**src/rtl/seg7_pkg.sv**
```systemverilog
// Shared constants and types for the multiplexed 7-segment display driver.
// Glyph encoding is active-high with seg[0]=a .. seg[6]=g.
package seg7_pkg;

    localparam logic [6:0] SEG_0     = 7'b0111111;
    localparam logic [6:0] SEG_1     = 7'b0000110;
    localparam logic [6:0] SEG_2     = 7'b1011011;
    localparam logic [6:0] SEG_3     = 7'b1001111;
    localparam logic [6:0] SEG_4     = 7'b1100110;
    localparam logic [6:0] SEG_5     = 7'b1101101;
    localparam logic [6:0] SEG_6     = 7'b1111101;
    localparam logic [6:0] SEG_7     = 7'b0000111;
    localparam logic [6:0] SEG_8     = 7'b1111111;
    localparam logic [6:0] SEG_9     = 7'b1101111;
    localparam logic [6:0] SEG_DASH  = 7'b1000000;
    localparam logic [6:0] SEG_BLANK = 7'b0000000;

    typedef enum logic [1:0] {
        NORMAL    = 2'd0,
        FLASH_ON  = 2'd1,
        FLASH_OFF = 2'd2
    } state_e;

    localparam logic [1:0] SLOT_SS_LO = 2'd0;
    localparam logic [1:0] SLOT_SS_HI = 2'd1;
    localparam logic [1:0] SLOT_MM_LO = 2'd2;
    localparam logic [1:0] SLOT_MM_HI = 2'd3;

endpackage

```
**src/rtl/seg7_scan_bcd_to_seg7.sv**
```systemverilog
// BCD to 7-segment glyph decoder (combinational).
// Ports:
//   bcd   in  4  BCD nibble
//   glyph out 7  active-high segment pattern, dash for values above 9
module bcd_to_seg7
    import seg7_pkg::*;
(
    input  logic [3:0] bcd,
    output logic [6:0] glyph
);

    // Nibble to glyph lookup; non-decimal codes show a dash.
    always_comb begin
        glyph = SEG_DASH;
        case (bcd)
            4'd0:    glyph = SEG_0;
            4'd1:    glyph = SEG_1;
            4'd2:    glyph = SEG_2;
            4'd3:    glyph = SEG_3;
            4'd4:    glyph = SEG_4;
            4'd5:    glyph = SEG_5;
            4'd6:    glyph = SEG_6;
            4'd7:    glyph = SEG_7;
            4'd8:    glyph = SEG_8;
            4'd9:    glyph = SEG_9;
            default: glyph = SEG_DASH;
        endcase
    end

endmodule

```
**src/rtl/seg7_scan.sv**
```systemverilog
// 4-digit multiplexed 7-segment display scanner for the countdown timer.
// Scans one digit per slot, latches the BCD bus once per frame, lights the
// mm:ss separator and flashes the display after a finish event.
// Ports:
//   clk      in   1   system clock
//   reset    in   1   synchronous active-high reset
//   display  in  16   {mm_hi, mm_lo, ss_hi, ss_lo} BCD digits
//   finish   in   1   start/restart the flash sequence (level or pulse)
//   blank_lz in   1   blank mm_hi when it is zero
//   seg      out  7   segment pins (registered, polarity per SEG_ACTIVE_LOW)
//   dp       out  1   separator pin (registered, polarity per SEG_ACTIVE_LOW)
//   digit_en out  4   digit select pins (registered, polarity per DIG_ACTIVE_LOW)
module seg7_scan
    import seg7_pkg::*;
#(
    parameter int SCAN_DIV       = 10,
    parameter int DEAD_CYC       = 4,
    parameter int BLINK_FRAMES   = 64,
    parameter int FLASH_COUNT    = 6,
    parameter int SEG_ACTIVE_LOW = 1,
    parameter int DIG_ACTIVE_LOW = 1
) (
    input  logic        clk,
    input  logic        reset,
    input  logic [15:0] display,
    input  logic        finish,
    input  logic        blank_lz,
    output logic [6:0]  seg,
    output logic        dp,
    output logic [3:0]  digit_en
);

    localparam int BW = (BLINK_FRAMES > 1) ? $clog2(BLINK_FRAMES) : 1;
    localparam int FW = (FLASH_COUNT  > 1) ? $clog2(FLASH_COUNT)  : 1;
    localparam logic [BW-1:0] BLINK_LAST = BW'(BLINK_FRAMES - 1);
    localparam logic [FW-1:0] FLASH_LAST = FW'(FLASH_COUNT - 1);
    localparam logic [SCAN_DIV-1:0] DEAD_LIM = SCAN_DIV'(DEAD_CYC);
    localparam logic [6:0] SEG_POL = (SEG_ACTIVE_LOW != 0) ? 7'h7F : 7'h00;
    localparam logic       DP_POL  = (SEG_ACTIVE_LOW != 0) ? 1'b1  : 1'b0;
    localparam logic [3:0] DIG_POL = (DIG_ACTIVE_LOW != 0) ? 4'hF  : 4'h0;

    logic [SCAN_DIV-1:0] pre_cnt_r;
    logic [1:0]          slot_r;
    logic [15:0]         snapshot_r;
    state_e              state_r;
    logic [BW-1:0]       blink_cnt_r;
    logic [FW-1:0]       flash_cnt_r;

    logic                wrap_s;
    logic                frame_end_s;
    logic [3:0]          nibble_s;
    logic [6:0]          glyph_s;
    logic                lit_s;
    logic [6:0]          seg_s;
    logic                dp_s;
    logic [3:0]          digit_s;
    state_e              state_nx_s;
    logic [BW-1:0]       blink_nx_s;
    logic [FW-1:0]       flash_nx_s;

    assign wrap_s      = (pre_cnt_r == {SCAN_DIV{1'b1}});
    assign frame_end_s = wrap_s && (slot_r == SLOT_MM_HI);

    // Select the snapshot nibble belonging to the current slot.
    always_comb begin
        nibble_s = 4'd0;
        case (slot_r)
            SLOT_SS_LO: nibble_s = snapshot_r[3:0];
            SLOT_SS_HI: nibble_s = snapshot_r[7:4];
            SLOT_MM_LO: nibble_s = snapshot_r[11:8];
            SLOT_MM_HI: nibble_s = snapshot_r[15:12];
            default:    nibble_s = 4'd0;
        endcase
    end

    bcd_to_seg7 u_dec (
        .bcd   (nibble_s),
        .glyph (glyph_s)
    );

    // Active-high pin values: a digit is lit only when visible, past the
    // dead time, and not a suppressed leading zero.
    always_comb begin
        lit_s = 1'b0;
        if ((state_r != FLASH_OFF) && (pre_cnt_r >= DEAD_LIM) &&
            !((slot_r == SLOT_MM_HI) && blank_lz && (nibble_s == 4'd0))) begin
            lit_s = 1'b1;
        end else begin
            lit_s = 1'b0;
        end
        seg_s   = lit_s ? glyph_s : SEG_BLANK;
        dp_s    = lit_s && (slot_r == SLOT_MM_LO);
        digit_s = lit_s ? (4'b0001 << slot_r) : 4'b0000;
    end

    // Flash sequencer next state; finish overrides any frame-boundary step.
    always_comb begin
        state_nx_s = state_r;
        blink_nx_s = blink_cnt_r;
        flash_nx_s = flash_cnt_r;
        if (finish) begin
            state_nx_s = FLASH_OFF;
            blink_nx_s = '0;
            flash_nx_s = '0;
        end else if (frame_end_s && (state_r != NORMAL)) begin
            if (blink_cnt_r == BLINK_LAST) begin
                blink_nx_s = '0;
                if (flash_cnt_r == FLASH_LAST) begin
                    state_nx_s = NORMAL;
                    flash_nx_s = '0;
                end else begin
                    flash_nx_s = flash_cnt_r + FW'(1);
                    state_nx_s = (state_r == FLASH_OFF) ? FLASH_ON : FLASH_OFF;
                end
            end else begin
                blink_nx_s = blink_cnt_r + BW'(1);
            end
        end else begin
            state_nx_s = state_r;
        end
    end

    // Prescaler, slot counter, frame snapshot and flash sequencer state.
    always_ff @(posedge clk) begin
        if (reset) begin
            pre_cnt_r   <= '0;
            slot_r      <= SLOT_SS_LO;
            snapshot_r  <= 16'h0000;
            state_r     <= NORMAL;
            blink_cnt_r <= '0;
            flash_cnt_r <= '0;
        end else begin
            pre_cnt_r   <= pre_cnt_r + SCAN_DIV'(1);
            slot_r      <= wrap_s ? slot_r + 2'd1 : slot_r;
            snapshot_r  <= frame_end_s ? display : snapshot_r;
            state_r     <= state_nx_s;
            blink_cnt_r <= blink_nx_s;
            flash_cnt_r <= flash_nx_s;
        end
    end

    // Output pin registers with board polarity applied.
    always_ff @(posedge clk) begin
        if (reset) begin
            seg      <= SEG_POL;
            dp       <= DP_POL;
            digit_en <= DIG_POL;
        end else begin
            seg      <= seg_s ^ SEG_POL;
            dp       <= dp_s ^ DP_POL;
            digit_en <= digit_s ^ DIG_POL;
        end
    end

endmodule
```
**config.mk**
```make
export PLATFORM = sky130hd
export DESIGN_NAME = seg7_scan
export DESIGN_NICKNAME = d
export VERILOG_FILES = /design/src/rtl/seg7_pkg.sv /design/src/rtl/seg7_scan_bcd_to_seg7.sv /design/src/rtl/seg7_scan.sv
export SDC_FILE = /design/constraint.sdc
export NUM_CORES = 1
export LEC_CHECK = 0
export CORE_MARGIN = 2
export CORE_UTILIZATION = 49
export DETAILED_ROUTE_END_ITERATION = 10
export HOLD_SLACK_MARGIN = 0.06
export PLACE_DENSITY = 0.75
export SYNTH_ARGS = -nofsm -noshare
export SYNTH_HDL_FRONTEND = slang
export SYNTH_SLANG_ARGS = --single-unit
export TNS_END_PERCENT = 100
```
**constraint.sdc**
```tcl
create_clock -name clk -period 2.4 [get_ports clk]
set_clock_uncertainty 0.05 [all_clocks]
set_input_delay 0.48 -clock clk [delete_from_list [all_inputs] [get_ports clk]]
set_output_delay 0.48 -clock clk [all_outputs]
set_load 0.05 [all_outputs]
```
; Word-level counts from Yosys, hierarchy flattened
; Memories as Yosys holds them, arrays and structs flattened.
; Cells that the tools add are included.
[totals]
register_bits = 51
romBits = 112
out_inout_bits = 12
word_cells = 55
memories = 1
[classes]
addsub = 4
n_lt_le_gt_ge = 1
eq_ne = 8
shift = 1
muxes = 11
bitwise_logic = 3
n_reduce_logical = 16
[memory_table]
columns = name, depth, word_bits, rd, rd_ports_with_merged_regs, wr, line
row1 = (name not given), 16, 7, 1, 0, 0, seg7_scan_bcd_to_seg7.sv:15  ; case (bcd)
[op_table]
columns = cell, count
row1 = 4-bit case mux with 4 select lines, 1
row2 = 10-bit by 1-bit adder with 10-bit output (second input constant), 1
row3 = 10-bit == test (second input constant), 1
row4 = 10-bit by 3-bit >= comparator with 1-bit output (second input constant), 1
row5 = 2-bit 2-to-1 mux, 5
row6 = 1-bit logical AND, 7
row7 = 7-bit 2-to-1 mux, 1
row8 = 7-bit NOT, 1
row9 = 6-bit by 1-bit adder with 6-bit output (second input constant), 1
row10 = 2-bit == test (second input constant), 3
row11 = 6-bit == test (second input constant), 1
row12 = 6-bit 2-to-1 mux, 1
row13 = 2-bit nonzero test, 3
row14 = 4-bit zero test, 1
row15 = 4-bit 2-to-1 mux, 1
row16 = 4-bit NOT, 1
row17 = 2-bit AND reduction, 2
row18 = 1-bit by 2-bit left shift with 4-bit output (first input constant), 1
row19 = 3-bit by 1-bit adder with 3-bit output (second input constant), 1
row20 = 3-bit == test (second input constant), 1
row21 = 3-bit 2-to-1 mux, 1
row22 = 2-bit by 1-bit adder with 2-bit output (second input constant), 1
row23 = 2-bit by 1-bit == test with 1-bit output (second input constant), 1
row24 = 2-bit zero test, 1
row25 = other kinds (5), 5

; Depth between registers and ports, before layout
; Gate-level depths: netlist (run 1).
[logic_depth]
word_depth = 9
depth_mapped = 10
mapped_depth_nobuf = 10

; Hierarchy
; A second synthesis (run 1) with hierarchy kept.
[unflattened]
hier_cells = 257
hier_area_um2 = 2366.0
[modules_own_cells]
columns = mod, n_inst, cells_each, area_each_um2
row1 = seg7_scan, 1, 228, 2138.3
row2 = bcd_to_seg7, 1, 29, 227.7

; Worst setup path before layout (run 1)
; OpenSTA, ideal clock, no wires.
[synth_timing]
kind = reg-to-reg
startpoint = reg slot_r[0]
endpoint = reg seg[6]
setup_ns = 0.137
t_arrival_ns = 2.164
required_time_ns = 2.213
slack_ns = 0.049
stages_incl_launch_ff = 11
n_path_buf = 2
period_less_slack_ns = 2.351
path_cell_list = dfxtp_1 inv_1 ha_1 clkbuf_1 mux2i_1 inv_1 ha_1 nand3_1 o31a_1 clkbuf_1 o21ai_0
[synth_between]
elab_chain_cells = 9
[synth_rtl]
columns = element, line
row1 = start: declaration, seg7_scan.sv:43  ; logic [1:0] slot_r;
row2 = start signal: assignment, seg7_scan.sv:134  ; slot_r <= wrap_s ? slot_r + 2'd1 : slot_r;
row3 = "parallel branches: the longest is 7 deep, another holds memory read 16 x 7 bit", n/a
row4 = 7-bit 2-to-1 mux *, seg7_scan.sv:91  ; seg_s = lit_s ? glyph_s : SEG_BLANK;
row5 = 7-bit NOT (no source line) *, n/a
row6 = end signal: assignment, seg7_scan.sv:149  ; seg <= seg_s ^ SEG_POL;
row7 = end: declaration, seg7_scan.sv:28  ; output logic [6:0] seg,
; Mark *: on every way between the ends.
; A chain may end at the register's enable or synchronous reset.

; Worst setup path after layout (run 1)
; Ends and elaborated chain as after synthesis.

==> results of run 1 <==
worst register-to-register path, cell delays in order (launching register included):
cell	delay, ns
dfxtp_2	0.37
inv_1	0.08
ha_1	0.26
a222oi_1	0.35
mux2i_1	0.14
inv_1	0.10
ha_2	0.20
nand3_1	0.12
o31a_1	0.41
o21ai_0	0.11
worst paths after layout:
kind | startpoint | end | slack [ns]
worst max-delay path | slot_r[0]$_SDFFE_PP0N_ | seg[6]$_SDFF_PP1_ | 0.14
worst min-delay path | pre_cnt_r[0]$_SDFF_PP0_ | pre_cnt_r[0]$_SDFF_PP0_ | 0.40
worst max register to register | slot_r[0]$_SDFFE_PP0N_ | seg[6]$_SDFF_PP1_ | 0.14
worst min register to register | pre_cnt_r[0]$_SDFF_PP0_ | pre_cnt_r[0]$_SDFF_PP0_ | 0.40
sequential cells by signal (all words and copies together), names as in the netlist:
| name | cells |
|---|---|
| dp | 1 |
| seg | 7 |
| flash_cnt_r | 3 |
| slot_r | 2 |
| snapshot_r | 16 |
| blink_cnt_r | 6 |
| state_r | 2 |
| pre_cnt_r | 10 |
| digit_en | 3 |
power by group through the flow:
stage	Sequential, uW	Combinational, uW	Clock [uW]
CTS	844	82.0	518
floorplan	875	24.8	0
global placement	863	81.5	0
global route	846	88.9	549
finish	844	82.1	499
detailed placement	864	81.6	0
cell families (layout without fill, tap and decap cells):
family | after synthesis | after routing
AOI/OAI and AO/OA | 47 | 48
buffers and inverters | 26 | 64
and+or+nand+nor | 87 | 87
muxes | 21 | 21
xor gates and xnor gates | 9 | 9
DFF | 50 | 50
adders and majority gates | 12 | 12
repair_timing:
item	CTS	global route
resized for setup	0	2
hold buffers	0	0
pin swaps	1	2
setup buffers	0	2
cloned	0	1
setup endpoints to repair	1	11
metal layers:
layer	up-vias	wire, um	global-route usage
met5	-	0	0
met4	0	57	0.05967
met3	6	165	0.04834
met2	40	2254	0.2983
met1	882	2053	0.2103
li1	970	-	-
cells in the final DEF, fill, tap and decap left out, drive strengths merged, types with 4 or more instances in the layout:
cell / count
dfxtp: 50
a21oi: 13
ha: 12
clkdlybuf4s50: 31
or3: 6
nand2: 15
o21ai: 14
nor2: 29
a211oi: 6
nand4: 7
xor2: 5
clkbuf: 6
nand3: 6
nor4: 5
buf: 10
nor3: 5
inv: 15
mux2i: 21
xnor2: 4
cell type report:
type,count,share of cell area
multi-input cells,177,0.4334
flip-flops and latches,50,0.3535
repair buffers,41,0.1359
clock buffers,6,0.02913
well taps,54,0.02383
inverters,15,0.01986
clock inverters,2,0.004413
stage by stage:
stage                     total power [uW]  instance area, sq um  setup TNS (ns)  setup WS (ns)
after CTS                             1444                  2808               0        0.01189
after detailed placement             945.2                  2713               0        0.04102
after global placement               944.9                  2713               0         0.1120
final                                 1425                  2835               0         0.1395
after global routing                  1483                  2835        -0.03339       -0.03339
after floorplan                      899.5                  2338               0        0.04871
==> run_results.csv, run 1 <==
group,metric,value,unit
outcome,status,"finished clean",
critical_path,cp_top_family,"compound AO/OA/AOI/OAI gates",
global_routing,grt_pass1_vias,1703,
routing,wire_per_inst,13.13,um
pwr,p_clk_frac,0.350,
cells_and_area,antenna_cells,0,
clock_tree,clk_latency,0.30,ns
cells_and_area,nFillCells,396,
yosys,synth_xor_area_frac,0.03371,
global_routing,grt_overflow_total,0,
die,die_x,73.08,um
die,die-area,5341,sq um
die,io_pins,32,
critical_path,crit_fanout,6,
run,maxCapViolCount,0,
cells_and_area,final_nets,322,
yosys,synthCells,252,
timing,fmax,442.4,MHz
yosys,synth_fp_nets,284,
timing,finalSetupViolCount,0,
clock_tree,htree_levels,2,
yosys,async_flop_share,0,
critical_path,cp.depth,9,
timing,maxSlewHeadroom,0.5961,
cells_and_area,syn2layout_area_growth,21.24,%
yosys,synth_top_area_frac,0.4280,
global_routing,antenna_found_initial,0,
critical_path,r2r_cells,9,
critical_path,worst_path_max_delay_cell,"o31a_1",
pwr,power_switching,311.8,uW
timing,fin_crit,2.260,ns
clock_tree,cts_tree,"yes",
yosys,ys.flop_type,"dfxtp_1",
yosys,synth_mux_area_frac,0.08989,
critical_path,crit_type,"reg2reg",
routing,viasPerCell,5.501,
yosys,synth_fa_ha_area_frac,0.06421,
yosys,synth_top_family_by_area,"simple AND/OR/NAND/NOR gates",
critical_path,path_common_cell,"inv_1",
yosys,synth_compound_area_frac,0.1263,
timing,post-route-period-util,0.9419,
critical_path,crit_buf_inv,2,
timing,final_max_slew_viol_count,0,
global_routing,grtUsageTotal,0.1748,
pwr,p_leak,0.001002,uW
routing,vias,1898,
clock_tree,clk_pin_slew,0.08,ns
yosys,yosysMostFrequentCell,"dfxtp_1",
yosys,ys_top_cells_by_area,"dfxtp_1 (43%), mux2i_1 (9.0%), ha_1 (6.4%)",
pwr,seqPwrFrac,0.592,
critical_path,end_kind,"flip-flop",
yosys,synth_seq_cells,50,
global_routing,grt_pass1_wl,7327,um
yosys,ys_top_cells_by_count,"dfxtp_1 (50), nor2_1 (29), mux2i_1 (21), inv_1 (15), nand2_1 (15)",
placement,dp_cells,334,
pwr,peakVddDrop,0.0003030,V
worst_hold_path,hold_depth,1,
routing,drtAntennaViolNets,0,
pwr,p_int,1113,uW
critical_path,crit_path_max_incr_delay,0.41,ns
critical_path,crit_chain,"inv_1, ha_1, a222oi_1, mux2i_1, inv_1, ha_2, nand3_1, o31a_1, o21ai_0",
placement,place_hpwl,3332,um
worst_hold_path,hold_path.class,"reg2reg",
cells_and_area,layout-drive-gt1-share,0.09622,
routing,drc,0,
critical_path,required,2.57,ns
global_routing,grt_max_degree,30,
cells_and_area,fin_cells,345,
clock_tree,root_buffer,"clkbuf_8",
cells_and_area,final_core_util,0.6083,
yosys,yosys.area_share.simple,0.2065,
yosys,yosysWarningCount,0,
die,coreArea,4661,sq um
timing,hold_viol_final,0,
pwr,switching_share,0.2189,
routing,drtIter0Drc,119,
placement,gp_congestion,0.7923,
die,dieHeight,73.08,um
clock_tree,cts_max_path_buffers,2,
yosys,ys_seq_area_frac,0.4280,
placement,io_buffers,31,
cells_and_area,register_area,1002,sq um
clock_tree,clock-sinks,50,
yosys,syn-mean-instance-area,9.280,sq um
critical_path,crit_arrival,2.44,ns
timing,tightest_slew,0.6059,ns
critical_path,cp-start-kind,"flip-flop",
pwr,power.density,502.5,nW/um^2
yosys,yosysTopAreaCell,"dfxtp_1",
clock_tree,cts_made_buffers,5,
die,start_util,0.5017,
die,rows,25,
yosys,synthDistinctLibCells,46,
routing,drtPass1Iterations,5,
yosys,synth_area,2338,sq um
timing,whs,0.4043,ns
routing,wirelength,4530,um
pwr,pwr-share-comb,0.058,
yosys,synth_edf_count,0,
cells_and_area,multi_input_area,1229,sq um
Note: power is estimated with default switching activity, not from simulation.
==> run 2: changes to the inputs <==
Settings changed: REMOVE_ABC_BUFFERS set to 1.
==> run 2 against run 1 <==
Combinational power rose by 2%. Sequential share of layout area down 0.19 points. Count of clock-buffer cells in the layout is the same. Fmax up 2.1%. Critical path depth is 1 higher. Sequential power barely moved. Flip-flop and latch count unchanged. Core utilization rose by 0.40 points. Non-clock buffer count unchanged. Die area unchanged. Worst setup slack gained 0.046 ns. Critical endpoint is now seg[5]$_SDFF_PP1_.
==> run_results.csv, run 2 (same netlist as run 1, synthesis figures left out) <==
group,metric,value,unit
cells_and_area,final_cell_mix,"dfxtp_1 (48), clkdlybuf4s50_1 (31), nor2_1 (29), mux2i_1 (21), nand2_1 (15)",
global_routing,grt_use_met1,0.2205,
timing,finalSetupViolCount,0,
routing,wire_per_inst,13.39,um
timing,maxSlewHeadroom,0.5980,
routing,drtPass1Iterations,6,
clock_tree,cts_max_path_buffers,2,
worst_hold_path,min-delay-start,"pre_cnt_r[0]$_SDFF_PP0_",
critical_path,required,2.54,ns
global_routing,grt_max_degree,21,
routing,viasPerCell,5.629,
clock_tree,cts_tree,"yes",
run,maxCapViolCount,0,
clock_tree,clk_pin_slew,0.08,ns
placement,gp_congestion,0.8004,
placement,place_hpwl,3336,um
pwr,peakVddDrop,0.0004244,V
cells_and_area,top_regs,"snapshot_r x16, pre_cnt_r x10, seg x7",
cells_and_area,mostFrequentLayoutCell,"dfxtp_1",
routing,vias,1942,
critical_path,end_kind,"flip-flop",
outcome,status,"finished clean",
die,io_pins,32,
clock_tree,clk_latency,0.30,ns
timing,hold_viol_final,0,
critical_path,crit_fanout,5,
clock_tree,root_buffer,"clkbuf_8",
pwr,power.density,528.8,nW/um^2
die,rows,25,
cells_and_area,final_core_util,0.6123,
critical_path,crit_type,"reg2reg",
global_routing,busiest_layer,"met2",
timing,tightest_slew,0.5976,ns
cells_and_area,nFillCells,412,
global_routing,grtUsageTotal,0.1932,
worst_hold_path,hold_path.class,"reg2reg",
die,die-area,5341,sq um
cells_and_area,postLayoutCellArea,2854,sq um
placement,place_area,2720,sq um
placement,io_buffers,31,
timing,fin_crit,2.214,ns
critical_path,crit_arrival,2.35,ns
clock_tree,holdBufCountCts,0,
critical_path,r2r_start,"slot_r[0]$_SDFFE_PP0N_",
die,die_x,73.08,um
critical_path,critPathLaunch,"slot_r[0]$_SDFFE_PP0N_",
clock_tree,cts_made_buffers,5,
critical_path,cp-start-kind,"flip-flop",
global_routing,antenna_found_initial,0,
cells_and_area,largest_reg_flops,16,
die,start_util,0.5017,
global_routing,grt_overflow_total,0,
timing,grt_setup_unrepaired,"no",
die,coreArea,4661,sq um
die,dieHeight,73.08,um
cells_and_area,final_nets,322,
routing,drtAntennaViolNets,0,
cells_and_area,multi_input_area,1231,sq um
cells_and_area,syn2layout_area_growth,22.04,%
pwr,p_leak,0.001009,uW
global_routing,use_met3,0.05387,
global_routing,grt_pass1_wl,8059,um
cells_and_area,layout-drive-gt1-share,0.1031,
cells_and_area,regMostFlops,"snapshot_r",
cells_and_area,antenna_cells,0,
routing,drc,0,
routing,wirelength,4619,um
clock_tree,htree_levels,2,
timing,fmax,451.6,MHz
cells_and_area,register_area,1003,sq um
routing,drtIter0Drc,187,
global_routing,grtUsageMet2,0.3263,
timing,post-route-period-util,0.9227,
timing,final_max_slew_viol_count,0,
timing,worst_slack,0.1856,ns
clock_tree,clock-sinks,50,
global_routing,grt_pass1_vias,1906,
placement,dp_slack,-0.007815,ns
run 2: critical path: stages, from the launching register on:
cell and delay [ns]:
dfxtp_2 0.37, inv_1 0.08, ha_2 0.22, a222oi_1 0.34, mux2i_1 0.15, inv_1 0.13
ha_2 0.23, a211oi_1 0.06, a22o_1 0.19, a211oi_1 0.19, o21ai_0 0.09
run 2: stage by stage:
stage	hold slack (ns)	setup TNS [ns]	power (uW)	cells
2_1_floorplan	0.3755	0	893.1	241
3_3_place_gp	0.3884	0	946.1	335
3_5_place_dp	0.3968	-0.01291	946.6	335
4_1_cts	0.4168	0	1531	344
5_1_grt	0.4556	0	1571	345
6_report	0.4111	0	1509	345
run 2: power breakdown:
part           internal, uW  leakage [uW]  switching, uW
combinational          44.6      0.000553           38.8
clock                   311     0.0000514            271
sequential              838      0.000405           6.50
run 2: per-layer routing:
metal  vias up  routed length [um]
met1       896                1999
met2        62                2224
met4         0                 116
li1        970                   -
met5         -                   0
met3        14                 278
run 2: worst paths after layout:
path	to	slack, ns	depth (start not counted)
worst min register to register	pre_cnt_r[0]$_SDFF_PP0_	0.41	1
worst min-delay path	pre_cnt_r[0]$_SDFF_PP0_	0.41	1
worst max register to register	seg[5]$_SDFF_PP1_	0.19	10
worst max-delay path	seg[5]$_SDFF_PP1_	0.19	10
run 2: repair_timing:
item	4_1_cts	5_1_grt
pin swaps	1	2
cloned	1	0
resized for setup	0	5
setup buffers	0	1
endpoints found under the setup margin	9	11
run 2: cell type report:
cell class / instances / share of cell area
clock inverters: 2 / 0.01315
well taps: 54 / 0.02367
multi-input cells: 177 / 0.4314
flip-flops and latches: 50 / 0.3516
inverters: 15 / 0.01973
clock buffers: 6 / 0.02543
repair buffers: 41 / 0.1350
==> run 3: changes to the inputs <==
Settings changed: CORE_UTILIZATION 49 to 54, PLACE_DENSITY 0.75 to 0.79.
Clock period 2.4 ns to 2.2 ns, I/O delays scaled along.
==> run 3 against run 2 <==
First-iteration DRC count down 34%. Die area down 8.8%. Worst setup slack worse by 0.13 ns. Sequential share of layout area down 2.4 points. Total power up 19%. Final cell count up 2.6%. Via count up 2.9%. Hold slack better by 0.0026 ns. Clock power up 35%. Critical path type unchanged.
==> run_results.csv, run 3 (same netlist as run 1, synthesis figures left out) <==
group,metric,value,unit
outcome,status,"finished clean",
timing,fin_crit,2.149,ns
pwr,power_switching,352.5,uW
clock_tree,cts_made_buffers,5,
timing,final_max_slew_viol_count,0,
clock_tree,clk_pin_slew,0.09,ns
critical_path,required,2.35,ns
timing,fmax,465.3,MHz
timing,tightest_slew,0.5753,ns
global_routing,busiest_layer,"met2",
global_routing,grt_pass1_vias,1844,
global_routing,grt_pass1_wl,8721,um
global_routing,grt_overflow_total,0,
global_routing,antenna_found_initial,0,
routing,wirelength,5310,um
routing,drtAntennaViolNets,0,
cells_and_area,regMostFlops,"snapshot_r",
critical_path,end_kind,"flip-flop",
critical_path,worst_path_max_delay_cell,"dfxtp_2",
die,dieHeight,69.81,um
cells_and_area,largest_reg_flops,16,
pwr,p_leak,0.001098,uW
routing,viasPerCell,5.647,
cells_and_area,syn2layout_area_growth,31.14,%
clock_tree,cts_max_path_buffers,2,
pwr,peakVddDrop,0.0004983,V
placement,place_hpwl,3654,um
cells_and_area,final_cell_mix,"dfxtp_1 (48), clkdlybuf4s50_1 (31), nor2_1 (29), buf_4 (22), mux2i_1 (20)",
timing,hold_viol_final,0,
routing,drtIter0Drc,124,
routing,drtPass1Iterations,5,
clock_tree,holdBufCountCts,0,
routing,drc,0,
critical_path,worstSetupEndpoint,"seg[5]$_SDFF_PP1_",
critical_path,crit_type,"reg2reg",
timing,finalSetupViolCount,0,
global_routing,grt_use_met1,0.3104,
timing,worst_slack,0.05068,ns
pwr,power.density,587.1,nW/um^2
critical_path,r2r_cells,10,
timing,maxSlewHeadroom,0.6144,
placement,io_buffers,31,
cells_and_area,antenna_cells,0,
cells_and_area,final_nets,335,
pwr,switching_share,0.1958,
pwr,pwr-share-comb,0.053,
clock_tree,root_buffer,"clkbuf_8",
global_routing,grtUsageTotal,0.2188,
critical_path,cp_top_family,"compound AO/OA/AOI/OAI gates",
global_routing,grtUsageMet2,0.3323,
worst_hold_path,hold_depth,1,
routing,vias,1999,
die,coreArea,4086,sq um
critical_path,cp.depth,10,
placement,gp_congestion,0.8471,
critical_path,crit_path_max_incr_delay,0.34,ns
die,die_x,69.81,um
die,start_util,0.5723,
pwr,p_int,1448,uW
die,rows,23,
critical_path,crit_fanout,4,
clock_tree,cts_tree,"yes",
critical_path,crit_arrival,2.30,ns
cells_and_area,top_regs,"snapshot_r x16, pre_cnt_r x10, seg x7",
cells_and_area,mostFrequentLayoutCell,"dfxtp_1",
global_routing,use_met3,0.04360,
clock_tree,htree_levels,2,
critical_path,critPathLaunch,"slot_r[0]$_SDFFE_PP0N_",
clock_tree,clock-sinks,50,
run,maxCapViolCount,0,
cells_and_area,final_core_util,0.7505,
critical_path,crit_chain,"buf_4, ha_4, a222oi_1, mux2i_1, inv_1, ha_4, inv_1, a22o_1, a211oi_2, o21ai_1",
die,io_pins,32,
worst_hold_path,hold_path.class,"reg2reg",
pwr,seqPwrFrac,0.510,
timing,grt_setup_unrepaired,"yes",
critical_path,crit_buf_inv,3,
clock_tree,clk_latency,0.30,ns
routing,wire_per_inst,15.00,um
critical_path,cp-start-kind,"flip-flop",
critical_path,r2r_start,"slot_r[0]$_SDFFE_PP0N_",
placement,dp_slack,-0.08160,ns
timing,post-route-period-util,0.9770,
global_routing,grt_max_degree,19,
die,die-area,4873,sq um
critical_path,rrSetupSlack,0.05,ns
pwr,p_clk_frac,0.436,
cells_and_area,layout-drive-gt1-share,0.1711,
critical_path,r2r_end,"seg[5]$_SDFF_PP1_",
-- run 3: cell types whose count changed in the layout (fill, tap and decap cells not counted), sizes merged --
cell      previous run  this run
buf                 10        23
bufinv               1         2
clkinvlp             1         0
-- run 3: power by group through the flow --
stage               sequential, uW  clock [uW]  combinational [uW]
floorplan                      954           0                20.0
global placement               941           0                93.1
detailed placement             942           0                93.9
CTS                            920         798                94.5
global route                   921         836                 103
finish                         919         785                96.3
-- run 3: worst min-delay path by stage --
| stage | startpoint | end | slack, ns |
|---|---|---|---|
| finish | pre_cnt_r[0]$_SDFF_PP0_ | pre_cnt_r[0]$_SDFF_PP0_ | 0.41 |
| global route | state_r[0]$_SDFFE_PP0P_ | state_r[0]$_SDFFE_PP0P_ | 0.47 |
| CTS | pre_cnt_r[0]$_SDFF_PP0_ | pre_cnt_r[0]$_SDFF_PP0_ | 0.42 |
| detailed placement | pre_cnt_r[0]$_SDFF_PP0_ | pre_cnt_r[0]$_SDFF_PP0_ | 0.40 |
| global placement | pre_cnt_r[0]$_SDFF_PP0_ | pre_cnt_r[0]$_SDFF_PP0_ | 0.39 |
| floorplan | pre_cnt_r[0]$_SDFF_PP0_ | pre_cnt_r[0]$_SDFF_PP0_ | 0.38 |
-- run 3: what timing repair did --
item	CTS	global route
resized for setup	5	15
cloned	0	1
pin swaps	3	6
setup buffers	1	3
setup endpoints to repair	11	11
-- run 3: metal layers --
layer | up-vias | wire length [um]
li1 | 990 | -
met1 | 954 | 2632
met2 | 47 | 2402
met3 | 8 | 189
met4 | 0 | 85
met5 | - | 0
-- run 3: worst register-to-register path, delay by kind of cell, from the launching register on --
family | cells | cell delay (ns)
buffers and inverters | 3 | 0.34
adders and majority gates | 2 | 0.33
muxes | 1 | 0.16
DFF | 1 | 0.34
AOI/OAI and AO/OA | 4 | 0.82
-- run 3: stage by stage --
step | TNS, ns | cells | power (uW) | cell area [sq um] | hold slack (ns)
2_1_floorplan | -0.3853 | 241 | 974.2 | 2275 | 0.3755
3_3_place_gp | 0 | 341 | 1034 | 2803 | 0.3906
3_5_place_dp | -0.7668 | 341 | 1036 | 2803 | 0.4020
4_1_cts | 0 | 350 | 1812 | 2970 | 0.4220
5_1_grt | -0.4900 | 354 | 1860 | 3067 | 0.4661
6_report | 0 | 354 | 1800 | 3067 | 0.4137
-- run 3: final cells by class --
| class | count | area [sq um] |
|---|---|---|
| multi-input cells | 177 | 1304 |
| fillers | 291 | 1020 |
| flip-flops and latches | 50 | 1006 |
| repair buffers | 54 | 495.5 |
| clock buffers | 6 | 82.58 |
| well taps | 50 | 62.56 |
| clock inverters | 2 | 60.06 |
| inverters | 15 | 56.30 |
